===== src/rtl/program_loader_pkg.sv =====
// program_loader_pkg: shared state encoding, frame constants and instruction field positions
package program_loader_pkg;
  typedef enum logic [2:0] {
    S_IDLE, S_LEN_HI, S_LEN_LO, S_DATA, S_WRITE, S_CHECK, S_DONE, S_ERROR
  } state_e;
  localparam int HEADER_BYTES   = 2;
  localparam int BYTES_PER_WORD = 4;
  localparam int CHK_BYTES      = 1;
  localparam int OPC_MSB  = 27;
  localparam int OPC_LSB  = 24;
  localparam int DST_MSB  = 23;
  localparam int DST_LSB  = 16;
  localparam int SRC1_MSB = 15;
  localparam int SRC1_LSB = 8;
  localparam int SRC0_MSB = 7;
  localparam int SRC0_LSB = 0;
endpackage


===== src/rtl/instr_word_assembler.sv =====
// instr_word_assembler: shifts data bytes into an instruction word and keeps the running XOR checksum
module instr_word_assembler
  import program_loader_pkg::*;
#(
  parameter int W = 28
) (
  input  logic         clk,
  input  logic         rst,
  input  logic         clear_i,
  input  logic         accept_i,
  input  logic         is_data_i,
  input  logic [7:0]   byte_i,
  output logic [W-1:0] word_o,
  output logic         first_o,
  output logic         word_complete_o,
  output logic [7:0]   checksum_o
);
  logic [1:0]   idx_q;
  logic [W-1:0] word_q;
  logic [7:0]   chk_q;
  // byte0's upper nibble falls off the top of the W-bit register; it is required to be zero
  always_ff @(posedge clk) begin
    if (rst || clear_i) begin
      idx_q  <= '0;
      word_q <= '0;
      chk_q  <= '0;
    end else if (accept_i) begin
      chk_q <= chk_q ^ byte_i;
      if (is_data_i) begin
        word_q <= {word_q[W-9:0], byte_i};
        idx_q  <= idx_q + 2'd1;
      end
    end
  end
  assign word_o          = word_q;
  assign first_o         = idx_q == 2'd0;
  assign word_complete_o = accept_i && is_data_i && idx_q == 2'(BYTES_PER_WORD - 1);
  assign checksum_o      = chk_q;
endmodule


===== src/rtl/program_loader.sv =====
// program_loader: loads a framed byte stream into instruction RAM, holding the core in reset until verified
module program_loader
  import program_loader_pkg::*;
#(
  parameter int ADDR_WIDTH  = 16,
  parameter int INSTR_WIDTH = 28,
  parameter int MAX_WORDS   = 256
) (
  input  logic                   Clock,
  input  logic                   Reset,
  input  logic                   iStart,
  input  logic [7:0]             iByte,
  input  logic                   iByteValid,
  output logic                   oByteReady,
  output logic                   oWriteEnable,
  output logic [ADDR_WIDTH-1:0]  oWriteAddress,
  output logic [INSTR_WIDTH-1:0] oWriteData,
  output logic                   oCoreReset,
  output logic                   oDone,
  output logic                   oError,
  output logic [15:0]            oWordCount
);
  state_e      state_q;
  logic [15:0] len_q, cnt_q, len_n;
  logic        ready_q, we_q, done_q, err_q, core_q;
  logic        fire, start, first, word_complete;
  logic [7:0]  checksum;
  assign fire  = iByteValid && ready_q;
  assign start = iStart && (state_q == S_IDLE || state_q == S_DONE || state_q == S_ERROR);
  assign len_n = {len_q[15:8], iByte};
  instr_word_assembler #(.W(INSTR_WIDTH)) u_asm (
    .clk            (Clock),
    .rst            (Reset),
    .clear_i        (start),
    .accept_i       (fire && state_q != S_CHECK),
    .is_data_i      (state_q == S_DATA),
    .byte_i         (iByte),
    .word_o         (oWriteData),
    .first_o        (first),
    .word_complete_o(word_complete),
    .checksum_o     (checksum)
  );
  always_ff @(posedge Clock) begin
    if (Reset) begin
      state_q <= S_IDLE;
      len_q   <= '0;
      cnt_q   <= '0;
      ready_q <= 1'b0;
      we_q    <= 1'b0;
      done_q  <= 1'b0;
      err_q   <= 1'b0;
      core_q  <= 1'b1;
    end else begin
      case (state_q)
        S_IDLE, S_DONE, S_ERROR:
          if (iStart) begin
            state_q <= S_LEN_HI;
            cnt_q   <= '0;
            ready_q <= 1'b1;
            done_q  <= 1'b0;
            err_q   <= 1'b0;
            core_q  <= 1'b1;
          end
        S_LEN_HI:
          if (fire) begin
            len_q[15:8] <= iByte;
            state_q     <= S_LEN_LO;
          end
        S_LEN_LO:
          if (fire) begin
            len_q <= len_n;
            if ({16'd0, len_n} > 32'(MAX_WORDS)) begin
              state_q <= S_ERROR;
              ready_q <= 1'b0;
              err_q   <= 1'b1;
            end else state_q <= (len_n == 16'd0) ? S_CHECK : S_DATA;
          end
        S_DATA:
          if (fire) begin
            if (first && iByte[7:4] != 4'd0) begin
              state_q <= S_ERROR;
              ready_q <= 1'b0;
              err_q   <= 1'b1;
            end else if (word_complete) begin
              state_q <= S_WRITE;
              ready_q <= 1'b0;
              we_q    <= 1'b1;
            end
          end
        S_WRITE: begin
          we_q    <= 1'b0;
          cnt_q   <= cnt_q + 16'd1;
          ready_q <= 1'b1;
          state_q <= (cnt_q + 16'd1 < len_q) ? S_DATA : S_CHECK;
        end
        S_CHECK:
          if (fire) begin
            ready_q <= 1'b0;
            state_q <= (iByte == checksum) ? S_DONE : S_ERROR;
            done_q  <= iByte == checksum;
            err_q   <= iByte != checksum;
            core_q  <= iByte != checksum;
          end
        default: state_q <= S_IDLE;
      endcase
    end
  end
  assign oByteReady    = ready_q;
  assign oWriteEnable  = we_q;
  assign oWriteAddress = ADDR_WIDTH'(cnt_q);
  assign oCoreReset    = core_q;
  assign oDone         = done_q;
  assign oError        = err_q;
  assign oWordCount    = cnt_q;
endmodule


===== config.mk =====
export PLATFORM = sky130hd
export DESIGN_NAME = program_loader
export DESIGN_NICKNAME = d
export VERILOG_FILES = /design/src/rtl/program_loader_pkg.sv /design/src/rtl/instr_word_assembler.sv /design/src/rtl/program_loader.sv
export SDC_FILE = /design/constraint.sdc
export NUM_CORES = 1
export LEC_CHECK = 0
export BUFFER_PORTS_ARGS = -buffer_cell sky130_fd_sc_hd__buf_2
export CELL_PAD_IN_SITES_DETAIL_PLACEMENT = 1
export CELL_PAD_IN_SITES_GLOBAL_PLACEMENT = 1
export CORE_UTILIZATION = 44
export DETAILED_ROUTE_END_ITERATION = 10
export GPL_TIMING_DRIVEN = 0
export HOLD_SLACK_MARGIN = 0.15
export PLACE_DENSITY_LB_ADDON = 0.1
export SETUP_SLACK_MARGIN = 0.3
export SLEW_MARGIN = 20
export SYNTH_ARGS = -nofsm -noshare
export SYNTH_HDL_FRONTEND = slang
export SYNTH_SLANG_ARGS = --single-unit

===== constraint.sdc =====
create_clock -name Clock -period 7 [get_ports Clock]
set_input_delay 0.7 -clock Clock [delete_from_list [all_inputs] [get_ports Clock]]
set_output_delay 0.7 -clock Clock [all_outputs]
set_load 0.03 [all_outputs]

# == Word level (Yosys, flattened, before mapping) ==
# Cells that the tools add are included.
# op_classes
addsub,2
n_lt_le_gt_ge,2
eq_ne,21
mux,38
bitwise_logic,2
n_reduce_logical,28
# op_table
op,n
$pmux W16 S2,1
$mux W3,10
$mux W1,18
$ne A2 B2 Y1 const B,9
$pmux W3 S6,1
$add A16 B1 Y16 const B,1
$gt A16 B9 Y1 const B,1
$logic_not A16 Y1,1
$lt A16 B16 Y1,1
$mux W16,1
$pmux W8 S2,1
$reduce_and A7 Y1,2
$eq A3 B3 Y1 const B,4
$eq A8 B8 Y1,1
$mux W8,1
$ne A8 B8 Y1,1
$reduce_bool A4 Y1,2
$xor A8 B8 Y8,1
$eq A3 B2 Y1 const B,2
$logic_and A1 B1 Y1,6
$ne A3 B3 Y1 const B,2
$pmux W1 S2,3
$reduce_and A2 Y1,3
$reduce_and A3 Y1,2
14 further kinds,18
# totals
regBits,78
in_bits,12
output_inout_bits,65
wordCells,105

# == Depth between registers and ports, before layout ==
# Gate-level depths: netlist of run 1.
# logic_depth
depth_word,8
depth_mapped,13
mapped_depth_nobuf,11

# == Hierarchy ==
# From an unflattened synthesis of run 1, not the netlist that was laid out.
# hier_totals
hier_cells,532
hier_area_um2,4630.7
# by_module_without_submodules
mod,instances,cells_per_inst,area_each_um2,seq_area_each_um2
program_loader,1,354,2793.9,800.8
instr_word_assembler,1,178,1836.8,760.7

# == Worst setup path before layout of run 1 ==
# Ideal clock, no wire load.
# synth_path
path_kind,register -> register
startpoint,register cnt_q[0] (netlist: oWordCount[0])
endpoint,register state_q[2]
setup_time_ns,0.116
arrival_ns,2.854
required_ns,6.884
path_slack_ns,4.030
stages_incl_launch_ff,13
path_buffers,1
synth_period_minus_slack_ns,2.970
cell_sequence,dfxtp_1 ha_1 and3_1 buf_2 and4_1 nand4_1 xnor2_1 ha_1 a21oi_1 nand2_1 a221oi_1 nand3_1 o211a_1
# synth_via
elab_chain_cells,4
# synth_lines
element,line,rtl
from (decl),program_loader.sv:24,"logic [15:0] len_q, cnt_q, len_n;"
from (signal assigned),program_loader.sv:92,cnt_q <= cnt_q + 16'd1;
$add A16 B1 Y16,program_loader.sv:94,state_q <= (cnt_q + 16'd1 < len_q) ? S_DATA : S_CHECK;
$lt A16 B16 Y1,program_loader.sv:94,
$mux W3,program_loader.sv:94,
$pmux W3 S6,program_loader.sv:54,case (state_q)
to (signal assigned),program_loader.sv:76,end else state_q <= (len_n == 16'd0) ? S_CHECK : S_DATA;
to (signal assigned),program_loader.sv:94,
to (signal assigned),program_loader.sv:99,state_q <= (iByte == checksum) ? S_DONE : S_ERROR;
to (decl),program_loader.sv:23,state_e state_q;
# Every way passes these cells.
# A chain may end at the register's enable or synchronous reset.

# == Worst setup path in the final report of run 1 ==
# Same ends and word-level chain as after synthesis.

==> run_results.csv, run 1 <==
group,metric,value,unit
critical_path,cp_common_cell,"ha_1",
grt,grt_pass1_vias,3916,
power,power_density,209,mW/mm²
critical_path,timing.rr.start,"oWordCount[0]$_SDFFE_PP0P_",
hold_path,min_path_cells,2,
critical_path,cp_slowest_cell,"dfxtp_1",
clock_tree,hold_buffers,0,
timing,rsz0062_at_grt,"no",
grt,antenna_found_initial,0,
status,status,"completed",
floorplanning,start_util,0.462,
yosys,netlist.area_leader.share,0.380,
critical_path,critical_path_class,"flop to flop",
timing,setup_viol,0,
clock_tree,clk_path_buf_depth,2,
critical_path,cp-start-kind,"flop",
power,ir_worst_vdd,158,µV
finish,final_cells,704,
yosys,ys.warnings.count,0,
grt,grt_use_total,0.253,
yosys,ys.flop_type,"dfxtp_1",
detailed_routing,detail_route.wl_per_cell,16.8,µm
yosys,yosys_register_bits,78,
power,pwr-share-seq,0.450,
yosys,synth_nets,537,
detailed_routing,vias_per_cell,5.46,
clock_tree,clockRootBuffer,"clkbuf_8",
detailed_routing,first_pass_iters,4,
finish,drive_above_1_share,0.218,
finish,nets,623,
power,p_comb_frac,0.134,
grt,grt-ovfl-total,0,
clock_tree,cts_tree,"built",
placed_design,place_inst,689,
floorplanning,fp.dieH,98.6,µm
critical_path,r2r_slack,3740,ps
timing,max_freq,0.306,GHz
finish,design_area,0.00486,mm²
critical_path,worstPathArrival,3520,ps
timing,hold_slack,462,ps
yosys,synth-async-reset-ratio,0,
placed_design,port_buffers,75,
placed_design,pre_cts_ws,3750,ps
hold_path,hold_end,"u_asm.word_o[27]$_SDFFE_PP0P_",
power,switching_share,0.269,
finish,final_common_cell,"buf_2",
yosys,synth_area_leaders,"dfxtp_1 38%, nand2_1 7.9%, a21oi_1 6.3%",
timing,fin_ws,3740,ps
floorplanning,rows,34,
clock_tree,cts_sinks,78,
detailed_routing,dr_total_vias,3845,
grt,grt_max_degree,14,
critical_path,timing.rr.end,"state_q[2]$_SDFFE_PP0P_",
floorplanning,die_x,98.6,µm
yosys,ys_types,52,
hold_path,worst_hold_path_type,"flop to flop",
yosys,syn-instance-count,506,
finish,num_antenna_cells,0,
timing,skew,14.1,ps
critical_path,max_stage_delay,470,ps
clock_tree,clk_pin_slew_worst_paths,90,ps
hold_path,hp-start,"u_asm.word_o[27]$_SDFFE_PP0P_",
power,intPower,744,µW
critical_path,path_max_fanout,8,
clock_tree,cts_setup_buffers,0,
placed_design,hpwl,8.54,mm
finish,synthToLayoutAreaGrowth,18.4,%
detailed_routing,wirelength,11.9,mm
detailed_routing,antenna_left,0,
critical_path,worstRegToRegCells,12,
job,drv_cap,0,
yosys,yosysSeqAreaShare,0.380,
detailed_routing,drc,0,
floorplanning,io_pins,77,
clock_tree,clock_latency,360,ps
power,clkPwrFrac,0.416,
timing,maxSlewHeadroom,0.586,
critical_path,worst_setup_path_end_kind,"flop",
yosys,synth-edff-count,0,
power,p_leak,0.00219,µW
critical_path,crit_chain,"ha_1 -> and3_1 -> buf_2 -> and4_1 -> nand4_1 -> xnor2_1 -> ha_1 -> a21oi_1 -> nand2_1 -> a221oi_1 -> nand3_1 -> o211a_1",
timing,fin_setup_tns,0,ps
placed_design,globalplace.congestion,0.828,
detailed_routing,first_iter_violations,82,
timing,slew_violations,0,
grt,grt_pass1_wl,19.5,mm
timing,period_share,0.466,
clock_tree,cts_buffers,9,
finish,final_cell_mix,"88 x buf_2, 86 x nand2_1, 78 x dfxtp_1",
placed_design,post_dp_cell_area,0.00462,mm²
yosys,avgSynthCellArea,8.11,µm²
timing,period_minus_slack,3260,ps
power,p_switching,274,µW
timing,worstMarginPinSlew,622,ps
floorplanning,dieArea,0.00972,mm²
critical_path,cp.required,7260,ps
timing,hold_violations,0,
yosys,netlist_area,0.00411,mm²
yosys,yosysTopAreaCell,"dfxtp_1",
clock_tree,cts_repair_resize_count,0,
clock_tree,htree_num_levels,3,
floorplanning,fp.coreArea,0.00889,mm²
cells by family after synthesis:
kind of cell | after synthesis | synth area share
and+or+nand+nor | 190 | 0.221
adders and majority gates | 19 | 0.0579
DFF | 78 | 0.380
buffers and inverters | 65 | 0.0780
xor gates and xnor gates | 31 | 0.0661
muxes | 16 | 0.0390
AOI/OAI and AO/OA | 107 | 0.158
per-layer routing:
layer  up-vias  GRT usage  wire length (µm)
li1       1885          -                 -
met1      1854      0.315              5400
met2        91      0.453              5920
met3        15     0.0298               360
met4         0     0.0850               167
met5         -          0                 0
power by group through the flow:
stage / Sequential, µW / Clock [µW] / Combinational, µW
final: 458 / 423 / 136
after global routing: 460 / 441 / 148
after CTS: 458 / 428 / 136
after detailed placement: 469 / 0 / 134
after global placement: 468 / 0 / 132
after floorplan: 472 / 0 / 87.5
per-stage QoR:
stage          total power (µW)  utilization
5_1_grt                    1050        0.547
3_3_place_gp                600        0.519
4_1_cts                    1020        0.547
6_report                   1020        0.547
3_5_place_dp                603        0.519
2_1_floorplan               559            -
synthesized netlist by cell type, types with 2 or more instances:
cell type / instances
o21a_1: 2
nand2b_1: 3
xnor2_1: 10
a21oi_1: 52
nor4_1: 6
o21ai_1: 3
nand3_1: 8
or3_1: 7
a21o_1: 2
nand4_1: 5
a22oi_1: 2
buf_2: 13
clkbuf_1: 15
or3b_1: 2
ha_1: 19
dfxtp_1: 78
nand2_1: 86
and3_1: 4
and4_1: 2
o32a_1: 2
nand4b_1: 2
a31oi_1: 6
or2_2: 2
nor3_2: 2
nor3_1: 5
nand3b_1: 2
nor2b_1: 7
xor2_1: 21
buf_4: 16
inv_1: 21
mux2i_1: 16
o31ai_1: 6
nor2_1: 39
o21ai_0: 19
a22o_1: 4
critical path: cells and delay by family (launching register included):
family,cells,cell delay (ps)
AOI/OAI and AO/OA,3,770
adders and majority gates,2,570
xor gates and xnor gates,1,250
and+or+nand+nor,5,940
DFF,1,470
buffers and inverters,1,160
worst max path at each step:
| stage | startpoint | end | slack, ps | cells past startpoint |
|---|---|---|---|---|
| floorplan | oWordCount[0]$_SDFFE_PP0P_ | state_q[2]$_SDFFE_PP0P_ | 4030 | 12 |
| global placement | oWordCount[0]$_SDFFE_PP0P_ | state_q[2]$_SDFFE_PP0P_ | 3810 | 12 |
| detailed placement | oWordCount[0]$_SDFFE_PP0P_ | state_q[2]$_SDFFE_PP0P_ | 3750 | 12 |
| CTS | oWordCount[0]$_SDFFE_PP0P_ | state_q[2]$_SDFFE_PP0P_ | 3690 | 12 |
| global route | oWordCount[0]$_SDFFE_PP0P_ | state_q[2]$_SDFFE_PP0P_ | 3460 | 12 |
| finish | oWordCount[0]$_SDFFE_PP0P_ | state_q[2]$_SDFFE_PP0P_ | 3740 | 12 |
state kept, by name (all words and copies together) (netlist names):
signal and flops:
oWriteEnable 1, oError 1, u_asm.word_o 28, len_q 16, oCoreReset 1, u_asm.checksum_o 8
oDone 1, u_asm.idx_q 2, oByteReady 1, state_q 3, oWordCount 16
layout make-up:
cell class              instances  area, µm²
multi-input cells             363       2220
well taps                     108        135
clock inverters                 5        106
flip-flops and latches         78       1560
clock buffers                  10        138
plain buffers                  44        241
fillers                      1120       4030
inverters                      21       78.8
repair buffers                 75        375
Power figures use the tool's default switching activity.
==> run 2: changes to the inputs <==
--- a/config.mk
+++ b/config.mk
@@ -5,10 +5,11 @@
 export SDC_FILE = /design/constraint.sdc
 export NUM_CORES = 1
 export LEC_CHECK = 0
+export ABC_AREA = 1
 export BUFFER_PORTS_ARGS = -buffer_cell sky130_fd_sc_hd__buf_2
 export CELL_PAD_IN_SITES_DETAIL_PLACEMENT = 1
 export CELL_PAD_IN_SITES_GLOBAL_PLACEMENT = 1
-export CORE_UTILIZATION = 44
+export CORE_UTILIZATION = 40
 export DETAILED_ROUTE_END_ITERATION = 10
 export GPL_TIMING_DRIVEN = 0
 export HOLD_SLACK_MARGIN = 0.15
==> constraint.sdc (replaced) <==
create_clock -name Clock -period 3.1 [get_ports Clock]
set_input_delay 0.31 -clock Clock [delete_from_list [all_inputs] [get_ports Clock]]
set_output_delay 0.31 -clock Clock [all_outputs]
set_load 0.03 [all_outputs]
==> run_results.csv, run 2 <==
group,metric,value,unit
status,status,"completed",
detailed_routing,vias_per_cell,4.89,
floorplanning,start_util,0.414,
timing,fin_setup_tns,0,ps
floorplanning,io_pins,77,
placed_design,hpwl,8.89,mm
yosys,yosys_register_bits,78,
clock_tree,htree_num_levels,3,
finish,largest_register_ffs,28,
clock_tree,clockRootBuffer,"clkbuf_8",
critical_path,cp-start-kind,"flop",
clock_tree,clk_pin_slew_worst_paths,90,ps
grt,grt_pass1_vias,3951,
yosys,synth_most_common_cell,"nand2_1",
power,pwr-share-seq,0.438,
finish,fillers,1322,
finish,regArea,0.00157,mm²
floorplanning,dieArea,0.0106,mm²
finish,final_cells,795,
yosys,ys.flop_type,"dfxtp_1",
floorplanning,rows,36,
placed_design,globalplace.congestion,0.819,
yosys,synth_nets,600,
timing,hold_violations,0,
clock_tree,cts_sinks,78,
detailed_routing,first_pass_iters,4,
clock_tree,cts_buffers,9,
yosys,synth_area_leaders,"dfxtp_1 38%, nand2_1 15%, a21oi_1 10%",
finish,synthToLayoutAreaGrowth,19.4,%
detailed_routing,drc,0,
power,p_switching,822,µW
placed_design,port_buffers,76,
power,p_comb_frac,0.223,
timing,maxSlewHeadroom,0.526,
clock_tree,hold_buffers,0,
timing,max_freq,0.389,GHz
yosys,synth-edff-count,0,
power,p_leak,0.00219,µW
timing,rsz0062_at_grt,"no",
critical_path,cp.required,3390,ps
timing,skew,11.5,ps
clock_tree,clk_path_buf_depth,2,
timing,period_share,0.829,
critical_path,worst_setup_path_end_kind,"flop",
clock_tree,cts_tree,"built",
detailed_routing,detail_route.wl_per_cell,14.6,µm
grt,grt-ovfl-total,0,
floorplanning,fp.dieH,103,µm
yosys,ys_types,30,
detailed_routing,dr_total_vias,3891,
finish,final_cell_mix,"165 x nand2_1, 90 x buf_2, 82 x a21oi_1",
timing,worstMarginPinSlew,711,ps
placed_design,place_inst,778,
yosys,ys.warnings.count,0,
detailed_routing,wirelength,11.6,mm
yosys,synth-async-reset-ratio,0,
detailed_routing,antenna_left,0,
grt,antenna_found_initial,0,
yosys,yosysTopAreaCell,"dfxtp_1",
critical_path,worstPathArrival,2860,ps
grt,grt_use_total,0.237,
yosys,syn-instance-count,569,
grt,grt_max_degree,15,
yosys,synth_commonest_cells,"165 x nand2_1, 82 x a21oi_1, 78 x dfxtp_1",
finish,final_common_cell,"nand2_1",
yosys,yosysSeqAreaShare,0.384,
yosys,netlist_area,0.00406,mm²
job,drv_cap,0,
power,clkPwrFrac,0.339,
yosys,avgSynthCellArea,7.14,µm²
critical_path,critical_path_class,"flop to flop",
finish,num_antenna_cells,0,
finish,nets,688,
finish,drive_above_1_share,0.257,
detailed_routing,first_iter_violations,80,
timing,setup_viol,0,
power,intPower,1600,µW
power,switching_share,0.340,
grt,grt_pass1_wl,19.0,mm
floorplanning,fp.coreArea,0.00982,mm²
power,power_density,499,mW/mm²
timing,slew_violations,0,
hold_path,worst_hold_path_type,"primary input to flop",
power,ir_worst_vdd,263,µV
floorplanning,die_x,103,µm
clock_tree,clock_latency,370,ps
critical_path,path_max_fanout,7,
timing,period_minus_slack,2570,ps
finish,multi_input_area,0.00206,mm²
yosys,netlist.area_leader.share,0.384,
-- run 2: changes by cell type in the layout (fill, tap and decap cells not counted), moves of 7 or more --
cell	before	now
nand2_1	86	165
a21oi_1	52	82
inv_1	21	49
mux2i_1	16	0
inv_2	0	14
clkbuf_1	15	4
nor2_1	39	29
nand3_1	8	15
nor2b_1	7	0
or3_1	7	0
xor2_1	21	14
-- run 2: what timing repair did --
action | in CTS | in global routing
endpoints found under the hold margin | 0 | 0
resized for setup | 0 | 11
buffers inserted | 0 | 1
endpoints found under the setup margin | 0 | 2
-- run 2: logic make-up (layout without fill, tap and decap cells) --
| family | count (synthesis) | after routing | synth area share |
|---|---|---|---|
| AND/OR/NAND/NOR | 244 | 244 | 0.263 |
| XOR/XNOR | 19 | 19 | 0.0428 |
| adder cells (fa/ha/maj) | 19 | 19 | 0.0585 |
| flip-flops | 78 | 78 | 0.384 |
| AO/OA/AOI/OAI | 110 | 110 | 0.138 |
| buffers and inverters | 99 | 192 | 0.112 |
-- run 2: power by group through the flow --
stage | Combinational, µW | Clock [µW] | Sequential [µW]
after floorplan | 367 | 0 | 1100
after global placement | 519 | 0 | 1080
after detailed placement | 538 | 0 | 1080
after CTS | 541 | 839 | 1060
after global routing | 617 | 885 | 1070
final | 540 | 821 | 1060
-- run 2: final cells by class --
cell class / count / area share
Multi-Input combinational cell: 392 / 0.425
Sequential cell: 78 / 0.324
Timing Repair Buffer: 77 / 0.0800
Inverter: 63 / 0.0488
Buffer: 36 / 0.0454
Tap cell: 133 / 0.0343
Clock buffer: 10 / 0.0284
Clock inverter: 6 / 0.0142
-- run 2: worst max-delay path, stage by stage, from the launching register on --
cell and delay [ps]:
dfxtp_4 400, ha_1 190, nand2_1 70, nor2_2 140
nand3_2 140, nor2_4 150, nand3_1 100, xor2_1 160
inv_2 60, ha_1 270, nand2_1 70, o21bai_1 160
a21oi_1 120, nor2_1 70, nand2_1 80, nand2_1 50
nand2_1 70, nand2_1 50, a21oi_1 110
-- run 2: worst paths after layout --
path	from	end	slack (ps)	depth (start not counted)
worst max-delay path	oWordCount[0]$_SDFFE_PP0P_	state_q[2]$_SDFFE_PP0P_	530	18
worst min-delay path	iByte[4]	u_asm.word_o[4]$_SDFFE_PP0P_	260	3
worst max register to register	oWordCount[0]$_SDFFE_PP0P_	state_q[2]$_SDFFE_PP0P_	530	18
worst min register to register	u_asm.word_o[24]$_SDFFE_PP0P_	u_asm.word_o[24]$_SDFFE_PP0P_	470	2
-- run 2: through the flow --
step / setup slack (ps) / hold slack (ps) / area, µm² / power [µW] / util
global route: 303 / 265 / 4850 / 2570 / 0.494
CTS: 344 / 247 / 4810 / 2440 / 0.490
detailed placement: 377 / 456 / 4610 / 1620 / 0.469
floorplan: 569 / 435 / 4060 / 1470 / -
finish: 531 / 256 / 4850 / 2420 / 0.494
global placement: 420 / 447 / 4610 / 1600 / 0.469
-- run 2: metal layers --
layer	part of all wire	routed length, µm	up-vias	GRT usage
met3	0.036	412	22	0.0407
li1	-	-	1967	-
met1	0.44	5070	1822	0.291
met2	0.50	5830	80	0.414
met5	0	0	-	0
met4	0.024	274	0	0.0921
==> run 3: changes to the inputs <==
--- a/config.mk
+++ b/config.mk
@@ -9,7 +9,7 @@
 export BUFFER_PORTS_ARGS = -buffer_cell sky130_fd_sc_hd__buf_2
 export CELL_PAD_IN_SITES_DETAIL_PLACEMENT = 1
 export CELL_PAD_IN_SITES_GLOBAL_PLACEMENT = 1
-export CORE_UTILIZATION = 40
+export CORE_UTILIZATION = 36
 export DETAILED_ROUTE_END_ITERATION = 10
 export GPL_TIMING_DRIVEN = 0
 export HOLD_SLACK_MARGIN = 0.15
==> constraint.sdc (replaced) <==
create_clock -name Clock -period 2.15 [get_ports Clock]
set_input_delay 0.215 -clock Clock [delete_from_list [all_inputs] [get_ports Clock]]
set_output_delay 0.215 -clock Clock [all_outputs]
set_load 0.03 [all_outputs]
==> run_results.csv, run 3 (synthesized netlist as in run 2, its figures left out) <==
group,metric,value,unit
status,status,"finished, violations left",
status,violations,"negative setup slack",
clock_tree,cts_sinks,78,
critical_path,timing.rr.end,"state_q[2]$_SDFFE_PP0P_",
floorplanning,die_x,108,µm
finish,largest_register_ffs,28,
power,power_density,736,mW/mm²
detailed_routing,first_pass_iters,4,
clock_tree,hold_buffers,0,
timing,max_freq,0.415,GHz
finish,final_cell_mix,"163 x nand2_1, 89 x buf_2, 81 x a21oi_1",
hold_path,worst_hold_path_type,"primary input to flop",
timing,fin_ws,-259,ps
critical_path,critical_path_class,"flop to flop",
floorplanning,fp.dieH,108,µm
hold_path,hp-start,"iByte[0]",
critical_path,path_max_fanout,4,
clock_tree,clockRootBuffer,"clkbuf_16",
placed_design,port_buffers,76,
timing,setup_viol,2,
job,drv_cap,0,
floorplanning,io_pins,77,
timing,fin_setup_tns,-487,ps
timing,rsz0062_at_grt,"yes",
critical_path,worst_setup_path_end_kind,"flop",
clock_tree,cts_buffers,9,
detailed_routing,drc,0,
finish,final_common_cell,"nand2_1",
timing,maxSlewHeadroom,0.562,
grt,antenna_found_initial,0,
timing,period_share,1.12,
critical_path,worstRegToRegCells,18,
grt,grt_use_total,0.226,
clock_tree,cts_tree,"built",
timing,hold_violations,0,
clock_tree,clk_pin_slew_worst_paths,70,ps
clock_tree,htree_num_levels,3,
timing,skew,8.78,ps
floorplanning,fp.coreArea,0.0109,mm²
grt,grt_max_degree,15,
critical_path,timing.rr.start,"oWordCount[0]$_SDFFE_PP0P_",
timing,worstMarginPinSlew,658,ps
finish,design_area,0.00511,mm²
hold_path,hold_end,"u_asm.word_o[0]$_SDFFE_PP0P_",
critical_path,cp-start-kind,"flop",
grt,grt-ovfl-total,0,
finish,final_core_utilization,0.468,
hold_path,min_path_cells,3,
critical_path,cp.required,2410,ps
grt,grt_pass1_vias,3996,
finish,drive_above_1_share,0.289,
finish,nets,697,
finish,fillers,1422,
floorplanning,start_util,0.371,
critical_path,r2r_slack,-260,ps
clock_tree,clock_latency,340,ps
detailed_routing,vias_per_cell,4.87,
detailed_routing,detail_route.wl_per_cell,15.2,µm
finish,synthToLayoutAreaGrowth,25.9,%
placed_design,hpwl,9.08,mm
power,ir_worst_vdd,444,µV
placed_design,globalplace.congestion,0.802,
placed_design,pre_cts_ws,-333,ps
power,p_leak,0.00230,µW
detailed_routing,wirelength,12.3,mm
floorplanning,dieArea,0.0117,mm²
grt,grt_pass1_wl,19.9,mm
detailed_routing,antenna_left,0,
detailed_routing,first_iter_violations,130,
detailed_routing,dr_total_vias,3947,
clock_tree,clk_path_buf_depth,2,
floorplanning,rows,38,
critical_path,worstPathArrival,2670,ps
placed_design,post_dp_cell_area,0.00468,mm²
timing,hold_slack,198,ps
timing,slew_violations,0,
timing,period_minus_slack,2410,ps
finish,num_antenna_cells,0,
==> run 3: cell types whose count changed in the layout (fill, tap and decap cells not counted), sizes merged <==
cell      delta
buf          +8
clkinv       +3
bufinv       -1
clkinvlp     -1
==> run 3: area by class of cell <==
type                    instances  area [µm²]  share of cell area
multi-input cells             392        2160               0.423
flip-flops and latches         78        1590               0.311
repair buffers                 86         455              0.0890
inverters                      63         236              0.0462
clock buffers                   9         225              0.0440
plain buffers                  36         223              0.0435
well taps                     140         175              0.0342
clock inverters                 7        47.5             0.00930
==> run 3: worst max path at each step <==
stage                                from                 endpoint  slack [ps]  cells after the start
3_5_place_dp   oWordCount[0]$_SDFFE_PP0P_  state_q[2]$_SDFFE_PP0P_        -330                     18
5_1_grt        oWordCount[0]$_SDFFE_PP0P_  state_q[2]$_SDFFE_PP0P_        -460                     18
6_report       oWordCount[0]$_SDFFE_PP0P_  state_q[2]$_SDFFE_PP0P_        -260                     18
3_3_place_gp   oWordCount[0]$_SDFFE_PP0P_  state_q[2]$_SDFFE_PP0P_        -250                     18
2_1_floorplan  oWordCount[0]$_SDFFE_PP0P_  state_q[2]$_SDFFE_PP0P_         -70                     17
4_1_cts        oWordCount[0]$_SDFFE_PP0P_  state_q[2]$_SDFFE_PP0P_        -250                     18
==> run 3: critical path, stage by stage, from the launching register on <==
cell,delay [ps]
dfxtp_4,390
ha_4,150
nand2_4,50
nor2_4,130
nand3_4,110
nor2_4,150
nand3_2,100
xor2_2,150
inv_2,80
ha_4,270
nand2_2,50
o21bai_1,170
a21oi_2,120
nor2_1,60
nand2_1,70
nand2_1,40
nand2_1,60
nand2_1,50
a21oi_1,110
==> run 3: routing by layer <==
| layer | up-vias | track usage | part of all wire |
|---|---|---|---|
| li1 | 1982 | - | - |
| met1 | 1888 | 0.271 | 0.45 |
| met2 | 65 | 0.399 | 0.50 |
| met3 | 12 | 0.0344 | 0.026 |
| met4 | 0 | 0.0920 | 0.019 |
| met5 | - | 0 | 0 |
==> run 3: report_power, final <==
| group | leakage (µW) | switching, µW | internal (µW) |
|---|---|---|---|
| logic | 0.00152 | 562 | 240 |
| clock network | 0.000140 | 654 | 785 |
| registers | 0.000636 | 33.3 | 1490 |
| total | 0.00230 | 1250 | 2520 |
==> run 3: stage by stage <==
step,std cells,total power (µW)
after floorplan,569,2110
after global placement,785,2310
after detailed placement,785,2340
after CTS,810,3780
after global routing,811,3950
final,811,3770
==> run 3: repair_timing <==
action / 4_1_cts / 5_1_grt
pin swaps: 4 / 2
resized for setup: 8 / 7
endpoints found under the setup margin: 2 / 24
buffers inserted: 9 / 1
